==> src/rtl/timepulse_multi_pkg.sv <==
// Shared definitions for the multi-channel pulse timebase: channel mode encoding and the
// default period.
package timepulse_multi_pkg;

    typedef enum logic {
        ModePeriodic = 1'b0,
        ModeOneshot  = 1'b1
    } mode_e;

    localparam int unsigned DefaultPeriod = 128;

endpackage

==> src/rtl/timepulse_chan.sv <==
// One pulse channel: shadow/active period and mode, down-counter, tick and sticky done flag.
module timepulse_chan
    import timepulse_multi_pkg::*;
#(
    parameter int unsigned PERIOD_W       = 16,
    parameter int unsigned DEFAULT_PERIOD = DefaultPeriod
) (
    input  logic                clk_i,
    input  logic                rstn_i,
    input  logic                en_i,
    input  logic                sync_i,
    input  logic                we_i,
    input  logic [PERIOD_W-1:0] period_i,
    input  logic                oneshot_i,
    output logic                tp_o,
    output logic                done_o
);

    localparam logic [PERIOD_W-1:0] RstPeriod = PERIOD_W'(DEFAULT_PERIOD);

    logic [PERIOD_W-1:0] sh_period_q, sh_period_d;
    mode_e               sh_mode_q, sh_mode_d;
    logic [PERIOD_W-1:0] act_period_q, act_period_d;
    mode_e               act_mode_q, act_mode_d;
    logic [PERIOD_W-1:0] cnt_q, cnt_d;
    logic                done_q, done_d;
    logic                tp_q, tp_d;
    logic [PERIOD_W-1:0] sh_reload;

    // A zero period reloads 0 rather than wrapping to all-ones; the channel then stalls.
    assign sh_reload = (sh_period_q == '0) ? '0 : sh_period_q - PERIOD_W'(1);

    always_comb begin
        sh_period_d  = sh_period_q;
        sh_mode_d    = sh_mode_q;
        act_period_d = act_period_q;
        act_mode_d   = act_mode_q;
        cnt_d        = cnt_q;
        done_d       = done_q;
        tp_d         = 1'b0;

        if (we_i) begin
            sh_period_d = period_i;
            sh_mode_d   = oneshot_i ? ModeOneshot : ModePeriodic;
        end

        // Reloads read the pre-edge shadow, so a coincident write lands at the next reload.
        if (!en_i || sync_i) begin
            act_period_d = sh_period_q;
            act_mode_d   = sh_mode_q;
            cnt_d        = sh_reload;
            done_d       = 1'b0;
        end else if (done_q || act_period_q == '0) begin
            tp_d = 1'b0;
        end else if (cnt_q != '0) begin
            cnt_d = cnt_q - PERIOD_W'(1);
        end else begin
            tp_d = 1'b1;
            if (act_mode_q == ModeOneshot) begin
                done_d = 1'b1;
            end else begin
                act_period_d = sh_period_q;
                act_mode_d   = sh_mode_q;
                cnt_d        = sh_reload;
            end
        end
    end

    always_ff @(posedge clk_i or negedge rstn_i) begin
        if (!rstn_i) begin
            sh_period_q  <= RstPeriod;
            sh_mode_q    <= ModePeriodic;
            act_period_q <= RstPeriod;
            act_mode_q   <= ModePeriodic;
            cnt_q        <= RstPeriod - PERIOD_W'(1);
            done_q       <= 1'b0;
            tp_q         <= 1'b0;
        end else begin
            sh_period_q  <= sh_period_d;
            sh_mode_q    <= sh_mode_d;
            act_period_q <= act_period_d;
            act_mode_q   <= act_mode_d;
            cnt_q        <= cnt_d;
            done_q       <= done_d;
            tp_q         <= tp_d;
        end
    end

    assign tp_o   = tp_q;
    assign done_o = done_q;

`ifdef FORMAL
    a_tick_reload: assert property (@(posedge clk_i) disable iff (!rstn_i)
        tp_q |-> $past(cnt_q == '0));
    a_cnt_dec: assert property (@(posedge clk_i) disable iff (!rstn_i)
        (en_i && !sync_i && !done_q && act_period_q != '0 && cnt_q != '0)
        |=> cnt_q == $past(cnt_q) - PERIOD_W'(1));
    a_no_double: assert property (@(posedge clk_i) disable iff (!rstn_i)
        (tp_q && act_period_q >= PERIOD_W'(2)) |=> !tp_q);
`endif

endmodule

==> src/rtl/timepulse_multi.sv <==
// CHANNELS independent programmable tick generators sharing one config port and a global sync.
module timepulse_multi
    import timepulse_multi_pkg::*;
#(
    parameter int unsigned CHANNELS       = 2,
    parameter int unsigned PERIOD_W       = 16,
    parameter int unsigned DEFAULT_PERIOD = DefaultPeriod,
    localparam int unsigned CH_W          = (CHANNELS > 1) ? $clog2(CHANNELS) : 1
) (
    input  logic                clk_i,
    input  logic                rstn_i,
    input  logic [CHANNELS-1:0] en_i,
    input  logic                sync_i,
    input  logic                cfg_we_i,
    input  logic [CH_W-1:0]     cfg_ch_i,
    input  logic [PERIOD_W-1:0] cfg_period_i,
    input  logic                cfg_oneshot_i,
    output logic [CHANNELS-1:0] tp_o,
    output logic [CHANNELS-1:0] done_o
);

    logic [CHANNELS-1:0] ch_we;

    // Selects at or above CHANNELS match no channel, so such writes are dropped.
    always_comb begin
        ch_we = '0;
        for (int i = 0; i < CHANNELS; i++) begin
            ch_we[i] = cfg_we_i && (int'(cfg_ch_i) == i);
        end
    end

    for (genvar g = 0; g < CHANNELS; g++) begin : g_chan
        timepulse_chan #(
            .PERIOD_W       (PERIOD_W),
            .DEFAULT_PERIOD (DEFAULT_PERIOD)
        ) u_chan (
            .clk_i     (clk_i),
            .rstn_i    (rstn_i),
            .en_i      (en_i[g]),
            .sync_i    (sync_i),
            .we_i      (ch_we[g]),
            .period_i  (cfg_period_i),
            .oneshot_i (cfg_oneshot_i),
            .tp_o      (tp_o[g]),
            .done_o    (done_o[g])
        );
    end

`ifdef FORMAL
    c_all_done: cover property (@(posedge clk_i) &done_o);
`endif

endmodule
==> config.mk <==
export PLATFORM = sky130hd
export DESIGN_NAME = timepulse_multi
export DESIGN_NICKNAME = d
export VERILOG_FILES = /design/src/rtl/timepulse_multi_pkg.sv /design/src/rtl/timepulse_chan.sv /design/src/rtl/timepulse_multi.sv
export SDC_FILE = /design/constraint.sdc
export NUM_CORES = 1
export LEC_CHECK = 0
export CORE_MARGIN = 2
export CORE_UTILIZATION = 45
export DETAILED_ROUTE_END_ITERATION = 10
export GPL_ROUTABILITY_DRIVEN = 0
export HOLD_SLACK_MARGIN = 0.12
export PLACE_DENSITY = 0.68
export SLEW_MARGIN = 40
export SYNTH_ARGS = -nofsm -noshare
export SYNTH_HDL_FRONTEND = slang
export SYNTH_SLANG_ARGS = --single-unit
==> constraint.sdc <==
create_clock -name clk_i -period 2.85 [get_ports clk_i]
set_input_delay 0.57 -clock clk_i [delete_from_list [all_inputs] [get_ports clk_i]]
set_output_delay 0.57 -clock clk_i [all_outputs]
set_load 0.01 [all_outputs]
==> impl_table.tex, run 1 <==
\begin{tabular}{lr}
\hline
Metric & Value \\
\hline
\multicolumn{2}{l}{\textbf{Floorplan}} \\
Die Ht & 115 um \\
Ports placed on the boundary & 28 \\
\# rows & 40 \\
Die outline area & 13200 um\^{}2 \\
Core footprint & 12000 um\^{}2 \\
Floorplan die width & 115 um \\
Initial core utilization & 46.2\% \\
\multicolumn{2}{l}{\textbf{Critical path}} \\
Max incr delay on CP & approximately 0.42 ns \\
Critical-path maximum fanout & 15 \\
Critical path cell sequence & inv\_1 > ha\_1 > nor4b\_1 > and4\_1 > nand2b\_1 > buf\_4 > a21oi\_1 > o32a\_1 \\
Endpoint required time on the critical path & 3.09 ns \\
Cell type of the slowest stage on the worst timing path & sky130\_fd\_sc\_hd\_\_nor4b\_1 \\
Worst EP arrival & $\sim$2.7 ns \\
WP buf/inv & 2 \\
Nature of the critical path startpoint & flip-flop \\
Kind of cell adding the most delay to the critical path & simple AND/OR/NAND/NOR gates \\
Nature of the critical path endpoint & flip-flop \\
Startpoint-to-endpoint class of the critical path & flip-flop to flip-flop \\
\multicolumn{2}{l}{\textbf{Finish}} \\
Post-Route Utilization & 51.9\% \\
Net count reported at finish & 594 \\
Diodes inserted & 0 \\
Syn-to-layout area delta & 12.4\% \\
Layout cell share with drive strength beyond 1 & 21.3\% \\
Final non-filler cell area & about 6200 um\^{}2 \\
\multicolumn{2}{l}{\textbf{Timing}} \\
Worst max-slew margin expressed relative to the limit & roughly 55\% \\
Final worst-path setup slack & between 0.4 and 0.5 ns \\
RSZ-0062 raised after global routing & false \\
Final setup vio count & 0 \\
Setup Total Neg Slack & 0 ns \\
Final Critical Period & $\sim$2.4 ns \\
Hold Fails Final Rpt & 0 \\
Max Clk Rate & 410 MHz \\
Worst setup skew after layout & $\sim$0.0077 ns \\
Pins over their slew limit & 0 \\
Transition time at the pin with the least slew margin & 0.674 ns \\
Post-route fraction of the period consumed by the critical path & a little under nine tenths \\
\multicolumn{2}{l}{\textbf{Clock tree}} \\
Inserted Clock Buffers & 9 \\
H-Tree Level Count & 3 \\
CTS tree & yes \\
Clock latency on the worst-skew pair & 0.36 ns \\
Postcts setup bufs & 0 \\
Post-CTS Hold Fix Bufs & 0 \\
Count of instances resized after the clock tree is built & 0 \\
Clock-pin slew on the worst setup and hold paths & approximately 0.070 ns \\
Clock Sinks & approximately 100 \\
Maximum count of clock buffers along a single path & 2 \\
Clock tree root buffer cell & sky130\_fd\_sc\_hd\_\_clkbuf\_16 \\
\multicolumn{2}{l}{\textbf{Synthesis}} \\
Most frequently used flop master after synthesis & sky130\_fd\_sc\_hd\_\_dfrtp\_1 \\
Dominant combinational cell family by area after synthesis & simple AND/OR/NAND/NOR gates \\
Post-synthesis xor/xnor area fraction & 2.69\% \\
Count of mapped cells out of synthesis & 544 \\
Multiplexer share of the synthesized area & 13.9\% \\
Mean post-synth cell area & roughly 10 um\^{}2 \\
Number of synthesized flops with an enable pin & 0 \\
\#FFs+latches synth & $\sim$100 \\
Proportion of synthesized chip area in sequential cells & between 40\% and 50\% \\
Synthesized-area fraction occupied by adder cells & under 10\% \\
Area fraction in compound gates after synthesis & between 10\% and 20\% \\
Area fraction in and, or, nand and nor cells after synthesis & 17.1\% \\
Async S/R FF share, synth & 100\% \\
Unique cell type count in the Yosys netlist & just over 60 \\
Mapped Nets & 574 \\
Syn Std Cell Area & $\sim$5500 um\^{}2 \\
YS warnings & 0 \\
\multicolumn{2}{l}{\textbf{Pwr}} \\
Worst ir drop on vdd & roughly 0.53 mV \\
Total power & between 3000 and 4000 uW \\
Power per Cell Area & roughly 640 nW/um\^{}2 \\
Leakage power figure & around 0.0025 uW \\
\multicolumn{2}{l}{\textbf{Placement}} \\
Pre-CTS setup slack & around 0.41 ns \\
DP Wirelength & 9.15 mm \\
Number of port buffers & 27 \\
Total placed instance area & 5940 um\^{}2 \\
\multicolumn{2}{l}{\textbf{GRT}} \\
Total congestion overflow after global routing & 0 \\
Wire length of the first global-routing pass & around 21 mm \\
Pin count of the biggest net entering global routing & 80 \\
Number of antenna violations at the first check in global routing & 0 \\
All-Layer GR Usage & around 20\% \\
Via count of the first global-routing pass & roughly 4100 \\
\multicolumn{2}{l}{\textbf{Routing}} \\
Count of vias placed by the detailed router & 4228 \\
Number of design rule violations left after detail routing & 0 \\
Number of detailed-routing iterations run before antenna repair & 5 \\
Remaining antenna violation count after routing & 0 \\
Final WL & 12.5 mm \\
Count of routing violations after the opening detailed-route iteration & 286 \\
Post-detailed-route wirelength per cell & about 18 um \\
Avg Vias per Cell & between 5 and 6 \\
\multicolumn{2}{l}{\textbf{Flow run}} \\
Number of violations of the max-capacitance limit & 0 \\
\multicolumn{2}{l}{\textbf{Worst hold path}} \\
Hold Crit Class & input pin to async pin \\
\multicolumn{2}{l}{\textbf{Outcome}} \\
Run status & finished clean \\
\hline
\end{tabular}
[cell usage after synthesis (4+ instances only)]
| master | count | share of area [%] |
|---|---|---|
| sky130_fd_sc_hd__dfrtp_1 | 86 | 39 |
| sky130_fd_sc_hd__mux2_2 | 63 | 13 |
| sky130_fd_sc_hd__o21ai_0 | 44 | 4.0 |
| sky130_fd_sc_hd__a21oi_1 | 39 | 3.5 |
| sky130_fd_sc_hd__nor2_1 | 39 | 2.6 |
| sky130_fd_sc_hd__nand2_1 | 32 | 2.2 |
| sky130_fd_sc_hd__nor3_1 | 24 | 2.2 |
| sky130_fd_sc_hd__dfstp_2 | 18 | 8.5 |
| sky130_fd_sc_hd__nor4_1 | 17 | 1.9 |
| sky130_fd_sc_hd__inv_1 | 16 | 1.1 |
| sky130_fd_sc_hd__clkbuf_1 | 13 | 0.88 |
| sky130_fd_sc_hd__nand3_1 | 10 | 0.90 |
| sky130_fd_sc_hd__or3_1 | 9 | 1.0 |
| sky130_fd_sc_hd__xnor2_1 | 9 | 1.4 |
| sky130_fd_sc_hd__buf_2 | 8 | 0.72 |
| sky130_fd_sc_hd__xor2_1 | 8 | 1.3 |
| sky130_fd_sc_hd__a31oi_1 | 7 | 0.79 |
| sky130_fd_sc_hd__buf_4 | 6 | 0.81 |
| sky130_fd_sc_hd__ha_1 | 6 | 1.4 |
| sky130_fd_sc_hd__mux2i_1 | 6 | 1.1 |
| sky130_fd_sc_hd__or4_1 | 6 | 0.81 |
| sky130_fd_sc_hd__o21ai_1 | 5 | 0.45 |
| sky130_fd_sc_hd__and4_1 | 4 | 0.63 |
| sky130_fd_sc_hd__nand2b_1 | 4 | 0.45 |
| sky130_fd_sc_hd__nor2b_1 | 4 | 0.45 |
[cells in the final DEF (no fill, tap or decap), types with 3 or more instances in the layout]
cell type,n
sky130_fd_sc_hd__xor2_1,8
sky130_fd_sc_hd__a31oi_1,7
sky130_fd_sc_hd__clkbuf_16,9
sky130_fd_sc_hd__inv_1,16
sky130_fd_sc_hd__a22o_1,3
sky130_fd_sc_hd__nor2b_1,4
sky130_fd_sc_hd__a32oi_1,3
sky130_fd_sc_hd__nor4_1,17
sky130_fd_sc_hd__nand2b_1,4
sky130_fd_sc_hd__or4_1,6
sky130_fd_sc_hd__a22oi_1,3
sky130_fd_sc_hd__a21o_1,3
sky130_fd_sc_hd__dfrtp_1,86
sky130_fd_sc_hd__buf_4,11
sky130_fd_sc_hd__and4_1,4
sky130_fd_sc_hd__a211oi_1,3
sky130_fd_sc_hd__nand2_1,32
sky130_fd_sc_hd__ha_1,6
sky130_fd_sc_hd__clkdlybuf4s50_1,26
sky130_fd_sc_hd__or3_1,9
sky130_fd_sc_hd__o21ai_1,5
sky130_fd_sc_hd__dfstp_2,18
sky130_fd_sc_hd__nor2_1,39
sky130_fd_sc_hd__mux2i_1,6
sky130_fd_sc_hd__nand3_1,10
sky130_fd_sc_hd__xnor2_1,9
sky130_fd_sc_hd__nor4b_1,3
sky130_fd_sc_hd__and2_1,3
sky130_fd_sc_hd__a21oi_1,39
sky130_fd_sc_hd__o21ai_0,44
sky130_fd_sc_hd__mux2_2,63
sky130_fd_sc_hd__nor3_1,24
sky130_fd_sc_hd__and3_1,3
[through the flow]
step | hold slack, ns | instances
after floorplan | 0.274 | 544
after global placement | 0.466 | 700
after detailed placement | 0.472 | 700
after CTS | 0.135 | 716
after global routing | 0.143 | 716
final | 0.121 | 716
[power by group]
group / total (uW) / internal [uW] / switching, uW
registers: 2040 / 1770 / 274
logic: 719 / 359 / 359
clock network: 1220 / 629 / 590
total: 3980 / 2760 / 1220
[cell type report]
cell class              instances  area, um^2
fillers                      1046        5780
multi-input cells             395        2710
flip-flops and latches        104        2630
repair buffers                 38         363
clock buffers                  10         239
well taps                     147         184
inverters                      16        60.1
clock inverters                 6        50.0
[final timing paths]
path,endpoint,slack (ns),from,cells past startpoint
max in group asynchronous,g_chan[0].u_chan.cnt_q[1]$_DFFE_PN1P_,1.97,rstn_i,2
min in group clk_i,g_chan[1].u_chan.act_period_q[15]$_DFFE_PN0P_,0.49,g_chan[1].u_chan.act_period_q[15]$_DFFE_PN0P_,2
worst min register to register,g_chan[1].u_chan.act_period_q[15]$_DFFE_PN0P_,0.49,g_chan[1].u_chan.act_period_q[15]$_DFFE_PN0P_,2
worst max-delay path,g_chan[0].u_chan.cnt_q[7]$_DFFE_PN0P_,0.41,g_chan[0].u_chan.cnt_q[0]$_DFFE_PN1P_,8
worst max register to register,g_chan[0].u_chan.cnt_q[7]$_DFFE_PN0P_,0.41,g_chan[0].u_chan.cnt_q[0]$_DFFE_PN1P_,8
worst min-delay path,g_chan[1].u_chan.cnt_q[15]$_DFFE_PN0P_,0.12,rstn_i,1
[registers in the layout (all words and copies together), names as in the netlist]
name and flops:
g_chan.u_chan.act_mode_q 2, g_chan.u_chan.tp_o 2, g_chan.u_chan.cnt_q 32, g_chan.u_chan.sh_period_q 32
g_chan.u_chan.sh_mode_q 2, g_chan.u_chan.done_o 2, g_chan.u_chan.act_period_q 32
[logic make-up after synthesis]
group,after synthesis
AND/OR/NAND/NOR,174
AO/OA/AOI/OAI,129
flip-flops,104
multiplexers,69
buffers and inverters,45
XOR/XNOR,17
adder cells (fa/ha/maj),6
[metal layers]
metal	global-route usage (%)	part of all wire, %	up-vias	wire length (um)
li1	-	-	2031	-
met1	28.9	49	2077	6160
met2	31.4	45	108	5600
met3	5.17	4.9	12	619
met4	6.18	1.3	0	163
met5	0	0	-	0
(Power assumes the default switching activity.)
==> inputs of run 2 (changes only) <==
Settings changed: CORE_UTILIZATION 45 to 30, PLACE_DENSITY 0.68 to 0.51.
==> run 2 against run 1 <==
Maximum frequency shrank 1.6%. Wire length grew 8.6%. Flip-flop and latch count is the same. Largest cell class unchanged. Final cell count grew 12%. Sequential power is essentially flat.
==> impl_table.tex, run 2 (synthesized netlist as in run 1, its figures left out) <==
\begin{tabular}{lr}
\hline
Metric & Value \\
\hline
\multicolumn{2}{l}{\textbf{Placement}} \\
DP Wirelength & around 10 mm \\
Total placed instance area & 6070 um\^{}2 \\
Number of port buffers & 27 \\
Number of placed cells counting well taps & between 700 and 800 \\
Pre-CTS setup slack & about 0.38 ns \\
\multicolumn{2}{l}{\textbf{Pwr}} \\
Power per Cell Area & approximately 630 nW/um\^{}2 \\
Sw Share & between 30\% and 40\% \\
Flop pwr share & about half \\
Worst ir drop on vdd & roughly 0.30 mV \\
Internal cell power & $\sim$2700 uW \\
Leakage power figure & between 0.002 and 0.0025 uW \\
Relative contribution of the clock network to total power & between 30\% and 40\% \\
Total power & between 3000 and 4000 uW \\
Fraction of power consumed by combinational cells & 18.3\% \\
Switching power & 1240 uW \\
\multicolumn{2}{l}{\textbf{Floorplan}} \\
Initial core utilization & between 30\% and 40\% \\
\# rows & 49 \\
Ports placed on the boundary & 28 \\
Floorplan die width & between 100 and 150 um \\
Die outline area & roughly 20000 um\^{}2 \\
Die Ht & about 140 um \\
Core footprint & 18000 um\^{}2 \\
\multicolumn{2}{l}{\textbf{Critical path}} \\
Max incr delay on CP & approximately 0.52 ns \\
Worst EP arrival & approximately 2.7 ns \\
Startpoint-to-endpoint class of the critical path & flip-flop to flip-flop \\
WP buf/inv & 1 \\
Endpoint required time on the critical path & between 3 and 4 ns \\
Critical-path maximum fanout & 13 \\
Cell type of the slowest stage on the worst timing path & sky130\_fd\_sc\_hd\_\_or4b\_4 \\
Critical path cell sequence & inv\_1 > ha\_1 > or4b\_4 > nor2\_2 > and4\_1 > nor3\_1 > o31ai\_1 > nand2\_1 \\
Kind of cell adding the most delay to the critical path & simple AND/OR/NAND/NOR gates \\
Nature of the critical path endpoint & flip-flop \\
Nature of the critical path startpoint & flip-flop \\
\multicolumn{2}{l}{\textbf{Clock tree}} \\
Count of instances resized after the clock tree is built & 0 \\
Clock latency on the worst-skew pair & between 0.3 and 0.4 ns \\
Maximum count of clock buffers along a single path & 2 \\
H-Tree Level Count & 3 \\
Clock tree root buffer cell & sky130\_fd\_sc\_hd\_\_clkbuf\_16 \\
Post-CTS Hold Fix Bufs & 0 \\
CTS tree & yes \\
Clock-pin slew on the worst setup and hold paths & around 0.080 ns \\
Clock Sinks & between 100 and 150 \\
Postcts setup bufs & 0 \\
Inserted Clock Buffers & 9 \\
\multicolumn{2}{l}{\textbf{Timing}} \\
Post-route fraction of the period consumed by the critical path & between 80\% and 90\% \\
Max Clk Rate & about 400 MHz \\
Worst setup skew after layout & about 0.0087 ns \\
Hold Fails Final Rpt & 0 \\
Setup Total Neg Slack & 0 ns \\
Transition time at the pin with the least slew margin & between 0.7 and 0.8 ns \\
RSZ-0062 raised after global routing & false \\
Final setup vio count & 0 \\
Final Critical Period & between 2 and 2.5 ns \\
Pins over their slew limit & 0 \\
Worst max-slew margin expressed relative to the limit & about 50\% \\
Final worst-path setup slack & about 0.37 ns \\
\multicolumn{2}{l}{\textbf{Finish}} \\
Final Instance Count excl. Fillers & between 800 and 900 \\
Net count reported at finish & between 500 and 600 \\
Final non-filler cell area & about 6400 um\^{}2 \\
Diodes inserted & 0 \\
Most frequent standard cell in the layout excluding fill and tap cells & sky130\_fd\_sc\_hd\_\_dfrtp\_1 \\
Fill count & about 1900 \\
Largest registers & g\_chan.u\_chan.act\_period\_q x32, g\_chan.u\_chan.cnt\_q x32, g\_chan.u\_chan.sh\_period\_q x32 \\
Most frequent cells in the layout & sky130\_fd\_sc\_hd\_\_dfrtp\_1, sky130\_fd\_sc\_hd\_\_mux2\_2, sky130\_fd\_sc\_hd\_\_o21ai\_0 \\
Syn-to-layout area delta & 14.6\% \\
Layout cell share with drive strength beyond 1 & between 20 and 25\% \\
\multicolumn{2}{l}{\textbf{GRT}} \\
Via count of the first global-routing pass & $\sim$4400 \\
Total congestion overflow after global routing & 0 \\
Number of antenna violations at the first check in global routing & 0 \\
Pin count of the biggest net entering global routing & 53 \\
All-Layer GR Usage & $\sim$14\% \\
Wire length of the first global-routing pass & about 23 mm \\
\multicolumn{2}{l}{\textbf{Routing}} \\
Final WL & between 10 and 15 mm \\
Number of detailed-routing iterations run before antenna repair & 5 \\
Count of routing violations after the opening detailed-route iteration & about 300 \\
Avg Vias per Cell & 5.27 \\
Count of vias placed by the detailed router & 4220 \\
Post-detailed-route wirelength per cell & between 15 and 20 um \\
Number of design rule violations left after detail routing & 0 \\
Remaining antenna violation count after routing & 0 \\
\multicolumn{2}{l}{\textbf{Worst hold path}} \\
Hold Crit Class & input pin to async pin \\
\multicolumn{2}{l}{\textbf{Flow run}} \\
Number of violations of the max-capacitance limit & 0 \\
\multicolumn{2}{l}{\textbf{Outcome}} \\
Run status & finished clean \\
\hline
\end{tabular}
## run 2: cell count changes in the layout (fill, tap and decap cells not counted), sizes merged
cell	change
buf	+3
clkbuf	-1
clkinvlp	-1
inv	+2
## run 2: path summary, 6_finish.rpt
path / startpoint / endpoint / slack (ns) / cells after the start
max: g_chan[1].u_chan.sh_period_q[0]$_DFFE_PN0P_ / g_chan[1].u_chan.cnt_q[11]$_DFFE_PN0P_ / 0.37 / 8
min: rstn_i / g_chan[1].u_chan.act_period_q[9]$_DFFE_PN0P_ / 0.15 / 1
max reg2reg: g_chan[1].u_chan.sh_period_q[0]$_DFFE_PN0P_ / g_chan[1].u_chan.cnt_q[11]$_DFFE_PN0P_ / 0.37 / 8
min reg2reg: g_chan[1].u_chan.act_period_q[1]$_DFFE_PN0P_ / g_chan[1].u_chan.act_period_q[1]$_DFFE_PN0P_ / 0.49 / 2
max in group asynchronous: rstn_i / g_chan[0].u_chan.act_mode_q$_DFFE_PN0P_ / 2.03 / 2
min in group clk_i: g_chan[1].u_chan.act_period_q[1]$_DFFE_PN0P_ / g_chan[1].u_chan.act_period_q[1]$_DFFE_PN0P_ / 0.49 / 2
## run 2: power groups by stage
stage	clock [uW]	combinational, uW	sequential [uW]
3_5_place_dp	0	732	2060
6_report	1210	727	2040
2_1_floorplan	0	534	1970
5_1_grt	1320	816	2090
4_1_cts	1260	736	2040
3_3_place_gp	0	714	2060
## run 2: through the flow
step | hold WS [ns] | utilization [%]
5_1_grt | 0.173 | 35.2
6_report | 0.150 | 35.2
3_5_place_dp | 0.478 | 33.7
2_1_floorplan | 0.274 | -
4_1_cts | 0.156 | 35.2
3_3_place_gp | 0.471 | 33.7
## run 2: layout make-up
type	instances	area (um^2)	share of cell area (%)
clock inverters	7	60.1	0.945
multi-input cells	395	2710	42.7
well taps	229	287	4.51
clock buffers	9	225	3.55
repair buffers	41	385	6.07
inverters	16	60.1	0.945
flip-flops and latches	104	2630	41.3
## run 2: per-layer routing
layer	up-vias	wire [um]	GRT usage, %
met2	88	5920	21.6
met3	16	529	2.12
li1	2047	-	-
met5	-	0	0
met1	2069	6890	21.1
met4	0	284	5.74
==> RTL edit, RTL diff (config.mk and constraints of run 1) <==
`PERIOD_W` is set to 16 in 2 places; all go to 32.
--- a/src/rtl/timepulse_chan.sv
+++ b/src/rtl/timepulse_chan.sv
@@ -2,7 +2,7 @@
 module timepulse_chan
     import timepulse_multi_pkg::*;
 #(
-    parameter int unsigned PERIOD_W       = 16,
+    parameter int unsigned PERIOD_W       = 32,
     parameter int unsigned DEFAULT_PERIOD = DefaultPeriod
 ) (
     input  logic                clk_i,
--- a/src/rtl/timepulse_multi.sv
+++ b/src/rtl/timepulse_multi.sv
@@ -3,7 +3,7 @@
     import timepulse_multi_pkg::*;
 #(
     parameter int unsigned CHANNELS       = 2,
-    parameter int unsigned PERIOD_W       = 16,
+    parameter int unsigned PERIOD_W       = 32,
     parameter int unsigned DEFAULT_PERIOD = DefaultPeriod,
     localparam int unsigned CH_W          = (CHANNELS > 1) ? $clog2(CHANNELS) : 1
 ) (
Ports: changed (resized cfg_period_i); port bits go from 28 to 44. No check against the original RTL was run, so the function may have changed too.
==> RTL edit against run 1 <==
  * Sequential power up 90%
  * Power up 100%
  * Global-route usage up 2.1 points
  * Cell area up 100%
  * Wire length up 120%
  * Critical endpoint is now g_chan[0].u_chan.cnt_q[28]$_DFFE_PN0P_
  * Sequential cell count up 96
  * Hold slack better by 0.032 ns
  * Synthesized area up 93%
  * Setup slack worse by 0.38 ns
  * First-iteration DRC count rose to 2.6 times the old value
==> RTL edit: results (changes against run 1) <==
* Max_slew headroom at 51.47% (was 54.65%)
* Mapped Cells at 1,047 (was 544)
* DP Cell Count at 1,426 (was 700)
* Port bufs at 43 (was 27)
* Status: finished, final reports clean (unchanged)
* Via count at 8,777 (was 4,228)
* First-pass GRT wire length at 44.43 mm (was 21.04 mm)
* Inserted Clock Buffers at 17 (was 9)
* Largest regs: g_chan.u_chan.act_period_q x64, g_chan.u_chan.cnt_q x64, g_chan.u_chan.sh_period_q x64 (was g_chan.u_chan.act_period_q x32, g_chan.u_chan.cnt_q x32, g_chan.u_chan.sh_period_q x32)
* Share of cells above drive strength 1 at 24.43% (was 21.27%)
* H-tree level count at 4 (was 3)
* R2r startpoint: g_chan[0].u_chan.sh_period_q[1]$_DFFE_PN0P_ (was g_chan[0].u_chan.cnt_q[0]$_DFFE_PN1P_)
* Leakage at 4.886 nW (was 2.473 nW)
* Clock Latency Late Sink at 0.44 ns (was 0.36 ns)
* Crit-path max FO at 7 (was 15)
* Post-route clock skew at 0.01220 ns (was 0.007732 ns)
* Seq/Total Area, Yosys at 46.93% (was 47.35%)
* Top cells by area, synth: dfrtp_1 43%, mux2_2 13%, dfstp_2 4.4% (was dfrtp_1 39%, mux2_2 13%, dfstp_2 8.5%)
* GRT Resource Usage Total at 22.59% (was 20.48%)
* HPWL Detailed at 19.78 mm (was 9.150 mm)
* DR iter-0 viols at 740 (was 286)
* Nets at 1,175 (was 594)
* Commonest cells post-synth: 182 x dfrtp_1, 125 x mux2_2, 77 x nor2_1, 67 x o21ai_0, 62 x a21oi_1 (was 86 x dfrtp_1, 63 x mux2_2, 44 x o21ai_0, 39 x a21oi_1, 39 x nor2_1)
* Vias in the first global route at 8,407 (was 4,140)
* FILL cells at 2,067 (was 1,046)
* Vias per cell at 6.008 (was 5.905)
* Total Wirelength at 27.47 mm (was 12.55 mm)
* Yosys cell types at 68 (was 61)
* Post-Syn Nets at 1,093 (was 574)
[RTL edit: area by class of cell]
class | count | share of cell area (%)
clock buffer | 20 | 3.498
clock inverter | 12 | 1.724
inverter | 21 | 0.6172
multi-input combinational | 765 | 42.43
sequential | 200 | 39.37
tap | 319 | 3.125
timing repair buffer | 124 | 9.239
[RTL edit: kinds of logic (layout without fill, tap and decap cells)]
logic type               Yosys count  in the layout  synth area share, %
AO/OA/AOI/OAI                    251            251                15.08
XOR/XNOR                          47             47                3.843
adder cells (fa/ha/maj)            6              6               0.7008
buffers and inverters             83            177                3.271
flip-flops                       200            200                46.93
multiplexers                     126            126                13.25
AND/OR/NAND/NOR                  334            335                16.93
[RTL edit: report_power, final]
| part | switching [mW] | total [mW] | internal (mW) |
|---|---|---|---|
| clock network | 1.09 | 2.76 | 1.67 |
| logic | 0.705 | 1.49 | 0.783 |
| registers | 0.500 | 3.87 | 3.37 |
[RTL edit: metal layers]
metal,vias to the layer above,wire [µm],global-route usage [%]
met5,-,0,0
met4,0,323,5.062
met3,22,1423,3.702
met2,229,12270,34.10
met1,4401,13450,34.16
li1,4125,-,-
[RTL edit: metrics by stage]
step           hold slack [ns]  area [µm²]
2_1_floorplan           0.2744       10740
3_3_place_gp            0.4722       12050
3_5_place_dp            0.4803       12050
4_1_cts                 0.1914       12710
5_1_grt                 0.2122       12770
6_report                0.1536       12770
[RTL edit: worst max-delay path, delay by kind of cell, from the launching register on]
| family | cells | cell delay [ns] |
|---|---|---|
| and+or+nand+nor | 5 | 1.77 |
| adders and majority gates | 1 | 0.14 |
| AOI/OAI and AO/OA | 1 | 0.29 |
| DFF | 1 | 0.41 |
| buffers and inverters | 1 | 0.09 |
